--- config.mk ---
export PLATFORM = sky130hd
export DESIGN_NAME = spinner_monitor
export DESIGN_NICKNAME = d
export VERILOG_FILES = /design/src/rtl/spinner_monitor.sv
export SDC_FILE = /design/constraint.sdc
export NUM_CORES = 1
export LEC_CHECK = 0
export ABC_AREA = 1
export ABC_CLOCK_PERIOD_IN_PS = 5450
export BUFFER_PORTS_ARGS = -buffer_cell sky130_fd_sc_hd__buf_4
export CAP_MARGIN = 20
export CORE_ASPECT_RATIO = 0.75
export CORE_MARGIN = 5
export CORE_UTILIZATION = 48
export DETAILED_ROUTE_END_ITERATION = 8
export PLACE_DENSITY = 0.75
export SLEW_MARGIN = 20
export SYNTH_ARGS = -nofsm -noshare
export SYNTH_HDL_FRONTEND = slang
export SYNTH_SLANG_ARGS = --single-unit
--- constraint.sdc ---
create_clock -name clk -period 5.45 [get_ports clk]
set_input_delay 0.545 -clock clk [delete_from_list [all_inputs] [get_ports clk]]
set_output_delay 0.545 -clock clk [all_outputs]
set_load 0.02 [all_outputs]
--- src/rtl/spinner_monitor.sv ---
// Receive-side monitor for an active-low 7-segment spinner bus.
// Decodes hex glyphs, tracks the f-e-d-c-b-a spin, flags step/stall errors.
module spinner_monitor #(
  parameter int unsigned HOLD_MAX   = 100_000_000,
  parameter int unsigned HOLD_W     = 27,
  parameter int unsigned LOCK_STEPS = 2,
  parameter int unsigned LAP_W      = 8,
  parameter int unsigned ERR_W      = 8
) (
  input  logic             clk,
  input  logic             rst_n,
  input  logic [0:6]       seg_n,
  output logic [3:0]       digit,
  output logic             digit_valid,
  output logic [2:0]       spin_pos,
  output logic             locked,
  output logic             step_err,
  output logic             stall_err,
  output logic [LAP_W-1:0] lap_count,
  output logic [ERR_W-1:0] err_count
);

  localparam int unsigned STRK_W = $clog2(LOCK_STEPS + 1);
  localparam logic [STRK_W-1:0] LOCK_LAST =
    STRK_W'(LOCK_STEPS - 1);
  localparam logic [HOLD_W-1:0] HOLD_LAST =
    HOLD_W'(HOLD_MAX - 1);

  typedef enum logic {
    HUNT,
    LOCKED
  } state_t;

  state_t state_q, state_d;

  logic [0:6]        s, s_q;
  logic              change;
  logic [STRK_W-1:0] streak_q, streak_d;
  logic [HOLD_W-1:0] hold_q, hold_d;
  logic [LAP_W-1:0]  lap_d;
  logic [ERR_W-1:0]  err_d;
  logic              step_err_d, stall_err_d;
  logic [3:0]        dig_d;
  logic              dig_ok_d;
  logic              sp_now, sp_prev, step;
  logic [2:0]        pos_now, pos_prev, pos_inc;

  assign s      = ~seg_n;
  assign change = (s != s_q);

  function automatic logic is_spin(input logic [0:6] p);
    return !p[6] && $onehot(p[0:5]);
  endfunction

  function automatic logic [2:0] pos_of(input logic [0:6] p);
    logic [2:0] r;
    r = 3'd0;
    case (1'b1)
      p[5]: r = 3'd0;
      p[4]: r = 3'd1;
      p[3]: r = 3'd2;
      p[2]: r = 3'd3;
      p[1]: r = 3'd4;
      p[0]: r = 3'd5;
      default: r = 3'd0;
    endcase
    return r;
  endfunction

  assign sp_now   = is_spin(s);
  assign sp_prev  = is_spin(s_q);
  assign pos_now  = sp_now ? pos_of(s) : 3'd0;
  assign pos_prev = pos_of(s_q);
  assign pos_inc  = (pos_prev == 3'd5) ? 3'd0 : pos_prev + 3'd1;
  assign step     = sp_now && sp_prev && (pos_now == pos_inc);

  always_comb begin
    dig_d    = 4'd0;
    dig_ok_d = 1'b1;
    case (s)
      7'b1111110: dig_d = 4'h0;
      7'b0110000: dig_d = 4'h1;
      7'b1101101: dig_d = 4'h2;
      7'b1111001: dig_d = 4'h3;
      7'b0110011: dig_d = 4'h4;
      7'b1011011: dig_d = 4'h5;
      7'b1011111: dig_d = 4'h6;
      7'b1110000: dig_d = 4'h7;
      7'b1111111: dig_d = 4'h8;
      7'b1111011: dig_d = 4'h9;
      7'b1110111: dig_d = 4'hA;
      7'b0011111: dig_d = 4'hB;
      7'b1001110: dig_d = 4'hC;
      7'b0111101: dig_d = 4'hD;
      7'b1001111: dig_d = 4'hE;
      7'b1000111: dig_d = 4'hF;
      default: begin
        dig_d    = 4'd0;
        dig_ok_d = 1'b0;
      end
    endcase
  end

  always_comb begin
    state_d     = state_q;
    streak_d    = streak_q;
    hold_d      = hold_q;
    lap_d       = lap_count;
    err_d       = err_count;
    step_err_d  = 1'b0;
    stall_err_d = 1'b0;
    case (state_q)
      HUNT: begin
        if (change) begin
          if (!step) begin
            streak_d = '0;
          end else if (streak_q == LOCK_LAST) begin
            state_d  = LOCKED;
            streak_d = '0;
            hold_d   = '0;
          end else begin
            streak_d = streak_q + 1'b1;
          end
        end
      end
      LOCKED: begin
        // a change on the timeout cycle takes priority over the stall
        if (change && step) begin
          hold_d = '0;
          if (pos_now == 3'd0 && lap_count != '1)
            lap_d = lap_count + 1'b1;
        end else if (change) begin
          step_err_d = 1'b1;
          if (err_count != '1) err_d = err_count + 1'b1;
          state_d  = HUNT;
          streak_d = '0;
          hold_d   = '0;
        end else if (hold_q == HOLD_LAST) begin
          stall_err_d = 1'b1;
          if (err_count != '1) err_d = err_count + 1'b1;
          state_d  = HUNT;
          streak_d = '0;
          hold_d   = '0;
        end else begin
          hold_d = hold_q + 1'b1;
        end
      end
      default: state_d = HUNT;
    endcase
  end

  always_ff @(posedge clk) begin
    if (!rst_n) begin
      state_q     <= HUNT;
      s_q         <= '0;
      streak_q    <= '0;
      hold_q      <= '0;
      digit       <= '0;
      digit_valid <= 1'b0;
      spin_pos    <= '0;
      locked      <= 1'b0;
      step_err    <= 1'b0;
      stall_err   <= 1'b0;
      lap_count   <= '0;
      err_count   <= '0;
    end else begin
      state_q     <= state_d;
      s_q         <= s;
      streak_q    <= streak_d;
      hold_q      <= hold_d;
      digit       <= dig_d;
      digit_valid <= dig_ok_d;
      spin_pos    <= pos_now;
      locked      <= (state_d == LOCKED);
      step_err    <= step_err_d;
      stall_err   <= stall_err_d;
      lap_count   <= lap_d;
      err_count   <= err_d;
    end
  end

endmodule

# [After elaboration in Yosys (flattened, before gate mapping)]
# Cells that the tools add are included.
[op_classes] addsub=15 mul=0 div_mod_pow=0 n_lt_le_gt_ge=0 eq_ne=30 n_shift=0 n_mux=42 bitwise_logic=4 reduce_logical=17
[op_table] cell="two-way mux 27 bit" count=6
[op_table] cell="equality test 7 bit (second input constant)" count=12
[op_table] cell="case mux 4 bit (15 select lines)" count=1
[op_table] cell="case mux 27 bit (2 select lines)" count=1
[op_table] cell="two-way mux 3 bit" count=14
[op_table] cell="adder 27 x 1 -> 27 bit (second input constant)" count=1
[op_table] cell="equality test 27 bit (second input constant)" count=1
[op_table] cell="two-way mux 8 bit" count=3
[op_table] cell="equality test 7 x 6 -> 1 bit (second input constant)" count=3
[op_table] cell="adder 8 x 1 -> 8 bit (second input constant)" count=2
[op_table] cell="inequality test 8 bit (second input constant)" count=2
[op_table] cell="OR reduction 16 bit" count=1
[op_table] cell="adder 1 x 1 -> 2 bit" count=6
[op_table] cell="two-way mux 2 bit" count=6
[op_table] cell="AND reduction 3 bit" count=4
[op_table] cell="two-way mux 1 bit" count=9
[op_table] cell="inequality test 2 bit (second input constant)" count=4
[op_table] cell="equality test 7 x 5 -> 1 bit (second input constant)" count=1
[op_table] cell="inequality test 7 bit" count=1
[op_table] cell="NOT 7 bit" count=1
[op_table] cell="adder 2 x 2 -> 3 bit" count=2
[op_table] cell="adder 3 x 2 -> 3 bit" count=2
[op_table] cell="equality test 3 x 1 -> 1 bit (second input constant)" count=2
[op_table] cell="logical AND 1 bit" count=6
[op_table] cell="14 further kinds" count=17
[totals] ff_bits=63 latch_bits=0 mem_bits_rw=0 mem_bits_ro=0 input_bits=9 out_inout_bits=27 wordCells=119 n_memories=0

# [Depth between registers and ports, before layout]
# Gate-level depths: netlist of run 1.
[depth] ltp_word=13 mapped_depth=18 mapped_depth_nobuf=18

# [Worst setup path before layout of run 1]
# Ideal clock, no wire load.
[synth_path] path_kind="input-to-reg" start="in seg_n[5] (netlist bit)" end="reg hold_q[5]" setup_ps=132 arrival_time_ps=3290 required_time_ps=5318 slack_ps=2028 path_stages=18 path_buffers=1 path_cell_list="fa_1 -> inv_1 -> fa_1 -> ha_1 -> fa_1 -> inv_1 -> nand2_1 -> nor2_4 -> nand3_2 -> inv_2 -> nand2_1 -> nand2_1 -> inv_2 -> nor2_8 -> nand3_4 -> buf_6 -> nand3_2 -> a21oi_1"
[synth_via] elab_chain_len=12 word_cells_on_any_way=19 classes_between="add/sub: 3; eq/ne: 5; mux: 5; bitwise: 1; reduce/logical: 5"
[synth_lines] element="from (decl)" line_no="12" text="input logic [0:6] seg_n,"
[synth_lines] element="NOT 7 bit (*)" line_no="48" text="assign s = ~seg_n;"
[synth_lines] element="adder 1 x 1 -> 2 bit (not written as such)" line_no="52" text="return !p[6] && $onehot(p[0:5]);"
[synth_lines] element="adder 2 x 2 -> 3 bit (not written as such)" line_no="52"
[synth_lines] element="adder 3 x 2 -> 3 bit (not written as such)" line_no="52"
[synth_lines] element="equality test 3 x 1 -> 1 bit" line_no="52"
[synth_lines] element="logical AND 1 bit" line_no="52"
[synth_lines] element="two-way mux 3 bit" line_no="72" text="assign pos_now = sp_now ? pos_of(s) : 3'd0;"
[synth_lines] element="equality test 3 bit" line_no="75" text="assign step = sp_now && sp_prev && (pos_now == pos_inc);"
[synth_lines] element="logical AND 1 bit" line_no="75"
[synth_lines] element="logical AND 1 bit" line_no="128" text="if (change && step) begin"
[synth_lines] element="two-way mux 27 bit" line_no="128"
[synth_lines] element="case mux 27 bit (2 select lines)" line_no="112" text="case (state_q)"
[synth_lines] element="to (signal assigned)" line_no="170" text="hold_q <= hold_d;"
[synth_lines] element="to (decl)" line_no="39" text="logic [HOLD_W-1:0] hold_q, hold_d;"
# Every way passes the cells marked *; elsewhere a longest branch is shown, timed or not.
# A chain may end at the register's enable or synchronous reset.

# [Final worst setup path of run 1]
[layout_path] start="in seg_n[5] (netlist bit)" end="reg state_q"
[layout_via] elab_chain_len=12 word_cells_on_any_way=18 classes_between="add/sub: 3; eq/ne: 3; mux: 7; bitwise: 1; reduce/logical: 4"
[layout_lines] element="NOT 7 bit (*)" line_no="48"
[layout_lines] element="adder 1 x 1 -> 2 bit (not written as such)" line_no="52"
[layout_lines] element="adder 2 x 2 -> 3 bit (not written as such)" line_no="52"
[layout_lines] element="adder 3 x 2 -> 3 bit (not written as such)" line_no="52"
[layout_lines] element="equality test 3 x 1 -> 1 bit" line_no="52"
[layout_lines] element="logical AND 1 bit" line_no="52"
[layout_lines] element="two-way mux 3 bit" line_no="72"
[layout_lines] element="equality test 3 bit" line_no="75"
[layout_lines] element="logical AND 1 bit" line_no="75"
[layout_lines] element="two-way mux 1 bit or logical AND 1 bit (tied branches)" line_no="115, 128"
[layout_lines] element="two-way mux 1 bit, on equally long branches" line_no="114, 128"
[layout_lines] element="case mux 1 bit (2 select lines) (*)" line_no="112"
[layout_lines] element="to (signal assigned)" line_no="167" text="state_q <= state_d;"
[layout_lines] element="to (decl)" line_no="34" text="state_t state_q, state_d;"
# Marks and branches as above.

==> metrics, run 1 <==
Setup-failing EPs final 0; DRT Pass-1 Iters 5; Seq pwr share 39.4%; Area Overhead vs Synth 15.1%; Fin. Hold Viols 0; drt initial violations 413; post-layout util approximately 57%; power per cell area ~250 nW/um^2; Routed WL per cell 15.0 um; Core Area 8490 um^2; met1 GRT Util 30.9%; global-route wire length before repair 19000 um; busiest grt layer met2; Setup crit start kind input pin; fin nets ~650; Crit Path Max Fanout 27; clock group share of total power 52.2%; port bufs 35; pins over their slew limit 0; Hold Slack 0.430 ns; vias in the first global route 3935; initial antenna violation count 0; Synth cell types 40; Die ar. 10700 um^2; CTS Hold Buffers Added 0; Crit path top cell by count nand2_1; global-route met2 utilization 31.1%; Slowest cell on crit path fa_1; clock-pin slew on the worst setup and hold paths 0.06 ns; Top Ports 36; initial core utilization 49.4%; TritonCTS clock tree done; #FFs+latches synth 63; Antenna Cells 0; Critical Path AT 4.01 ns; dpl hpwl 8080 um; Via density ~5.6; Clock Skew roughly 0.0067 ns; height of the chip 90.9 um; crit path buf inv count 5; status complete, no violations; synthesized cell area about 4200 um^2; reg2reg start s_q[5]; DP Area 4500 um^2; worst hold path startpoint seg_n[6]; dpl ws 1.37 ns; switch share 24.6%; Max Freq about 270 MHz; actual slew at the worst max-slew pin 0.826 ns; Worst path max stage delay between 0.5 and 0.6 ns; Avg Inst Size Synth roughly 6.9 um^2; total power 1.19 mW; DRC 0; grt ovf 0; Non-Filler Instances 747; crit path from seg_n[5]; final non-filler cell area 4820 um^2; CTS Root Cell clkbuf_16; worst-path cell chain buf_4 -> fa_1 -> inv_1 -> fa_1 -> ha_1 -> fa_1 -> inv_1 -> nand2_1 -> nor2_4 -> nand3_2 -> inv_2 -> nand2_1 -> nand2_1 -> inv_2 -> nor2_8 -> nand3_4 -> nand2_1 -> and3_1; met3 Use GR 4.63%; row count 29; max-capacitance violation count 0; kind of critical path in -> reg; TNS Setup 0 ns; Post-CTS Setup Inserts 0; Detailed Route WL 11200 um; Routed Antenna Nets 0; Leakage Power 1.89 nW; die width 118 um; Setup crit end kind register; yosys warns 0; cells after synthesis approximately 610; Logic pwr share 8.4%; Post-CTS Resized 0; worst vdd ir roughly 0.00018 V; internal power 0.897 mW; placer congestion estimate ~0.96; RSZ-0062 raised after global routing false; Required @ worst endpoint 5.72 ns; sequential-to-total area share from yosys stat 30.1%; CTS Buf Count 9; placed cell count 731; min-delay worst type in -> reg; slew margin rel. between 40% and 50%; Setup WS post-layout 1.71 ns; H-tree depth 3; layout cells sized above 1 16.4%; largest net degree at the start of global routing 37; Clock Latency Late Sink 0.33 ns; Crit path max-delay family adder cells; crit path time final 3.74 ns; crit share post-route between 60 and 70%; CTS sink cnt 63; syn nets 626; Via Count 4169; CTS max path bufs 2; Global Route Usage Sum 21.0%; Psw 0.292 mW
power groups by stage:
stage | Combinational (mW) | Sequential, mW | Clock [mW]
floorplan | 0.0705 | 0.479 | 0
global placement | 0.0945 | 0.478 | 0
detailed placement | 0.0990 | 0.478 | 0
CTS | 0.0996 | 0.468 | 0.631
global route | 0.112 | 0.469 | 0.650
finish | 0.100 | 0.468 | 0.621
cells by family (layout without fill, tap and decap cells):
kind of cell / Yosys count / in the layout / synth area share [%]
AO/OA/AOI/OAI: 57 / 57 / 7.10
XOR/XNOR: 31 / 31 / 6.48
adder cells (fa/ha/maj): 11 / 11 / 4.36
buffers and inverters: 88 / 121 / 8.75
flip-flops: 63 / 63 / 30.1
AND/OR/NAND/NOR: 356 / 356 / 43.2
flip-flops by register name (all words and copies together) (netlist names):
signal	cells
digit_valid	1
digit	4
spin_pos	3
lap_count	8
state_q	1
streak_q	2
stall_err	1
err_count	8
step_err	1
hold_q	27
s_q	7
metal layers:
layer | part of all wire (%) | wire (um)
met1 | 49 | 5450
met2 | 43 | 4850
met3 | 6.9 | 772
met4 | 1.1 | 128
met5 | 0 | 0
Yosys cell counts, drive strengths merged:
master	instances	area, um^2
fa	6	120
o21ai	6	30.0
ha	5	62.6
nor4	2	12.5
nor3	19	100
a31oi	1	6.26
a41oi	1	8.76
nor2	86	372
a21oi	46	230
and3	1	6.26
xor2	23	201
o22ai	1	6.26
nand4	36	244
buf	13	85.1
inv	65	244
nor3b	3	22.5
nand2	118	455
nand3b	1	7.51
clkbuf	9	33.8
nand3	87	573
or2	3	18.8
dfxtp	63	1260
a21o	1	7.51
clkinv	1	3.75
a2111oi	1	8.76
xnor2	8	70.1
final timing paths:
| kind | to | slack, ns | cells after the start |
|---|---|---|---|
| hold / removal | s_q[6] | 0.43 | 2 |
| setup / recovery | state_q | 1.71 | 18 |
| setup reg to reg | state_q | 1.79 | 14 |
| hold reg to reg | streak_q[1] | 0.43 | 2 |
cell usage in the layout (no fill, tap or decap), types with 2 or more instances in the layout:
master | synthesis | routed
a21oi_1 | 46 | 46
buf_4 | 1 | 39
bufinv_16 | 0 | 2
clkbuf_16 | 0 | 9
clkinv_4 | 0 | 2
clkinvlp_4 | 0 | 2
dfxtp_1 | 63 | 63
fa_1 | 6 | 6
ha_1 | 5 | 5
inv_1 | 59 | 59
inv_2 | 6 | 6
nand2_1 | 115 | 115
nand2_2 | 2 | 2
nand3_1 | 61 | 61
nand3_2 | 25 | 25
nand4_1 | 33 | 33
nand4_2 | 3 | 3
nor2_1 | 78 | 78
nor2_2 | 4 | 4
nor2_4 | 3 | 3
nor3_1 | 18 | 18
nor3b_1 | 3 | 3
nor4_1 | 2 | 2
o21ai_0 | 5 | 5
or2_2 | 3 | 3
xnor2_1 | 8 | 8
xor2_1 | 23 | 23
layout make-up:
class / instances / area [um^2]
fillers: 810 / 3670
multi-input cells: 455 / 2560
flip-flops and latches: 63 / 1260
repair buffers: 39 / 293
inverters: 66 / 248
clock buffers: 9 / 225
well taps: 108 / 135
clock inverters: 7 / 97.6
worst reg2reg max path, cell delays in order, from the launching register on:
cell	delay [ns]
dfxtp_1	0.35
fa_1	0.55
inv_1	0.05
fa_1	0.43
inv_1	0.07
ha_1	0.13
inv_1	0.04
fa_1	0.47
nand4_1	0.14
nor3_1	0.28
nand3_2	0.17
nor2_8	0.17
nand3_4	0.38
nand2_1	0.21
and3_1	0.16
Note: power is estimated with default switching activity, not from simulation.
==> run 2: changes to the inputs <==
- ABC_AREA: 1 -> 0
- ABC_CLOCK_PERIOD_IN_PS: 5450 -> 3400
- PLACE_DENSITY: 0.75 -> 0.79
- clock period: 5.45 -> 3.4 ns (I/O delays scaled with it)
==> metrics, run 2 <==
status finished with violations; failing checks setup timing; Setup-failing EPs final 46; dpl hpwl 6500 um; most common cell after layout, fill and taps aside buf_4; switch share between 20% and 30%; crit share post-route 114%; drt initial violations ~270; CTS sink cnt 63; Top Ports 36; Detailed Route WL 9710 um; yosys warns 0; cells after synthesis 429; share of the synthesized area in the top cell type 36.1%; Max Freq 259 MHz; crit path buf inv count 5; Worst path max stage delay 0.54 ns; Critical Path AT around 4.1 ns; Clock Latency Late Sink 0.35 ns; Routed WL per cell 16.2 um; placed cell count 569; placer congestion estimate about 0.89; met1 GRT Util 29.2%; Required @ worst endpoint 3.68 ns; busiest grt layer met2; CTS Root Cell clkbuf_8; Seq pwr share 44.6%; layout cells sized above 1 roughly a quarter; Via Count about 3.6k; synthesized cell area 3500 um^2; RSZ-0062 raised after global routing true; sequential-to-total area share from yosys stat between 30 and 40%; largest net degree at the start of global routing 35; power per cell area 374 nW/um^2; Filler cells 620; grt ovf 0; most instantiated library cell after synthesis dfxtp_1; Setup crit end kind register; slew margin rel. 49.9%; Non-Filler Instances 598; clock-pin slew on the worst setup and hold paths 0.07 ns; actual slew at the worst max-slew pin 0.745 ns; worst-path cell chain fa_1 -> inv_1 -> fa_1 -> inv_1 -> ha_1 -> inv_2 -> fa_1 -> nand4_1 -> or3_1 -> nor3_2 -> a41oi_2 -> buf_4 -> clkbuf_16 -> or3_1 -> a21oi_1; CTS Hold Buffers Added 0; Regs by FF count hold_q: 27 flops, err_count: 8 flops, lap_count: 8 flops; Global Route Usage Sum 21.7%; Hold Slack 0.273 ns; min-delay worst type in -> reg; Slowest cell on crit path fa_1; Setup crit start kind register; row count 27; CTS Buf Count 9; TNS Setup -14.55 ns; met3 Use GR 5.72%; DRT Pass-1 Iters 5; Leakage Power approximately 1.7 nW; die width 109 um; total power 1.68 mW; Reg area 1260 um^2; Setup WS post-layout -0.460 ns; Crit path max-delay family adder cells; internal power 1.27 mW; Logic pwr share 10.8%; Routed Antenna Nets 0; Synth cell types 49; Die ar. 9110 um^2; Antenna Cells 0; Synth Flop Type dfxtp_1; Synth area leader dfxtp_1; initial core utilization 48.4%; crit path time final 3.86 ns; global-route met2 utilization 32.7%; Synth area leaders dfxtp_1, a21oi_1, nor2_1; #FFs+latches synth 63; global-route wire length before repair 15900 um; kind of critical path reg -> reg; fin nets 512; Crit path top cell by count fa_1; Avg Inst Size Synth 8.15 um^2; Via density roughly 6; Crit Path Max Fanout 15; H-tree depth 3; pins over their slew limit 0; Largest Register hold_q; Post-synth ARST share 0%; Post-synth EDFFs 0; Commonest cells post-synth dfxtp_1, nor2_1, a21oi_1; Core Area 7230 um^2; Psw just over 0.4 mW; TritonCTS clock tree done; vias in the first global route 3364; worst vdd ir 0.000222 V; initial antenna violation count 0; clock group share of total power 44.6%; Area Overhead vs Synth 28.3%; max-capacitance violation count 0; Clock Skew 0.00706 ns; commonest non-fill, non-tap cells in the layout buf_4, dfxtp_1, nor2_1; DRC 0; syn nets 449; max reg flops 27; port bufs 35; height of the chip 83.9 um; CTS max path bufs 2; area of the multi-input gates 2140 um^2; Fin. Hold Viols 0
==> run 2: layout make-up <==
cell class                 instances  area share [%]
multi-input combinational        321            47.7
sequential                        63            28.1
timing repair buffer              77            14.5
clock buffer                      11            3.37
tap                              101            2.82
clock inverter                     5            1.78
inverter                          20            1.67
==> run 2: path summary, 6_finish.rpt <==
path              startpoint         end  slack [ns]  depth (start not counted)
setup reg to reg      s_q[5]  hold_q[19]       -0.46                         15
hold / removal      seg_n[6]      s_q[6]        0.27                          2
hold reg to reg   hold_q[26]  hold_q[26]        0.49                          1
setup / recovery      s_q[5]  hold_q[19]       -0.46                         15
==> run 2: cells by family after synthesis <==
logic type | synth area share (%)
DFF | 36.1
xor gates and xnor gates | 4.01
and+or+nand+nor | 30.2
AOI/OAI and AO/OA | 17.1
adders and majority gates | 5.23
buffers and inverters | 5.65
muxes | 1.72
==> run 2: power groups by stage <==
stage | Combinational, mW | Sequential [mW] | Clock, mW
after floorplan | 0.102 | 0.768 | 0
after global placement | 0.156 | 0.765 | 0
after detailed placement | 0.166 | 0.765 | 0
after CTS | 0.177 | 0.749 | 0.760
after global routing | 0.199 | 0.749 | 0.797
final | 0.181 | 0.749 | 0.749
==> run 2: per-layer routing <==
metal,vias up,share of wire [%]
li1,1700,-
met1,1730,45
met2,138,46
met3,18,6.8
met4,0,1.7
met5,-,0
==> run 2: what timing repair did <==
item / in CTS / in global routing
gates resized for setup: 21 / 13
gates cloned: 0 / 1
pin swaps: 15 / 4
setup buffers: 8 / 5
endpoints found under the setup margin: 47 / 47
==> run 2: per-stage QoR <==
step | setup WS, ns | utilization, % | area [um^2]
3_3_place_gp | -0.680 | 55.7 | 4030
5_1_grt | -0.602 | 62.1 | 4490
6_report | -0.460 | 62.1 | 4490
4_1_cts | -0.435 | 60.8 | 4400
2_1_floorplan | -0.451 | - | 3530
3_5_place_dp | -0.791 | 55.7 | 4030
==> run 3: changes to the inputs <==
- CORE_ASPECT_RATIO: 0.75 -> 1.4
- CORE_MARGIN: 5 -> 2
- PLACE_DENSITY: 0.79 -> 0.7
==> metrics, run 3 (synthesis gave the netlist of run 2 again) <==
status finished with violations; failing checks setup timing; Clock Latency Late Sink 0.35 ns; Routed Antenna Nets 0; Max Freq 263 MHz; grt ovf 0; RR Endpoint streak_q[0]; Hold Slack 0.289 ns; CTS Buf Count 9; slew margin rel. 44.1%; Largest Register hold_q; actual slew at the worst max-slew pin 0.837 ns; Worst path max stage delay around 0.54 ns; crit path time final 3.81 ns; Core Area 7030 um^2; Setup crit end kind register; Antenna Cells 0; Clock Skew 0.00868 ns; CTS Root Cell clkbuf_8; row count 36; layout cells sized above 1 21.8%; CTS sink cnt between 60 and 70; CTS max path bufs 2; Setup-failing EPs final 45; min-delay worst type in -> reg; drt initial violations 190; crit path to streak_q[0]; commonest non-fill, non-tap cells in the layout dfxtp_1, buf_4, nor2_1; worst vdd ir 0.000218 V; Leakage Power 1.59 nW; Via density 5.86; Area Overhead vs Synth 23.3%; largest net degree at the start of global routing 24; CTS Hold Buffers Added 0; RSZ-0062 raised after global routing true; global-route wire length before repair 14800 um; dpl hpwl 6200 um; Crit Path Max Fanout 10; kind of critical path reg -> reg; Non-Filler Instances 582; reg2reg start s_q[5]; total power 1.56 mW; dpl ws -0.748 ns; max reg flops 27; power per cell area 362 nW/um^2; Regs by FF count hold_q: 27 flops, err_count: 8 flops, lap_count: 8 flops; Levels on crit path 14; Slowest cell on crit path fa_1; Fin. Hold Viols 0; placer congestion estimate 0.834; pins over their slew limit 0; port bufs 35; DRC 0; worst-path cell chain fa_1 -> inv_1 -> fa_1 -> inv_1 -> ha_1 -> inv_1 -> fa_1 -> nand4_1 -> or3_1 -> nor3_2 -> buf_4 -> nand2_1 -> or4_1 -> a31oi_1; crit path from s_q[5]; height of the chip around 100 um; max-capacitance violation count 0; Required @ worst endpoint 3.66 ns; TNS Setup -11.99 ns; H-tree depth 3; r2r setup slk -0.41 ns; Crit path max-delay family adder cells; TritonCTS clock tree done; vias in the first global route about 3.3k; DRT Pass-1 Iters 5; Die ar. 7990 um^2; Via Count 3411; initial antenna violation count 0; Top Ports 36; clock-pin slew on the worst setup and hold paths 0.07 ns; Setup crit start kind register; Detailed Route WL 8870 um; placed cell count 565; die width 76.1 um; Setup WS post-layout -0.409 ns; Critical Path AT 4.07 ns; fin nets approximately 500; crit share post-route 112%; Routed WL per cell 15.2 um; initial core utilization 49.8%; crit path buf inv count 4; Global Route Usage Sum 22.8%; worst reg2reg path depth 14
==> run 3: stage by stage <==
stage / util, % / area, um^2
2_1_floorplan: - / 3530
3_3_place_gp: 57.8 / 4060
3_5_place_dp: 57.8 / 4060
4_1_cts: 60.8 / 4270
5_1_grt: 61.3 / 4310
6_report: 61.3 / 4310
==> run 3: repair_timing <==
item / in CTS / in global routing
resized for setup: 8 / 8
setup buffers: 1 / 0
hold endpoints to repair: 0 / 0
pin swaps: 5 / 2
setup endpoints to repair: 47 / 47
==> run 3: final cells by class <==
class                           instances  area (um^2)
Timing Repair Buffer                   67          557
Sequential cell                        63         1260
Tap cell                               95          119
Multi-Input combinational cell        321         2110
Clock inverter                          4         45.0
Clock buffer                           12          145
Inverter                               20         75.1
Fill cell                             644         2720
==> run 3: layer usage <==
layer	track usage [%]	routed length, um
met1	24.8	3570
met4	12.1	220
met2	40.8	4780
met5	0	0
met3	5.53	310
==> run 3: report_power, final <==
group	internal (mW)	switching (mW)
Sequential	0.744	0.00445
Clock	0.355	0.288
Combinational	0.0707	0.0979
Total	1.17	0.390
==> run 3: worst min-delay path by stage <==
stage	from	to	slack, ns	depth (start not counted)
4_1_cts	seg_n[6]	s_q[6]	0.27	2
3_3_place_gp	streak_q[1]	streak_q[1]	0.46	2
5_1_grt	seg_n[6]	s_q[6]	0.30	2
3_5_place_dp	hold_q[26]	hold_q[26]	0.46	1
6_report	seg_n[6]	s_q[6]	0.29	2
2_1_floorplan	hold_q[26]	hold_q[26]	0.44	1
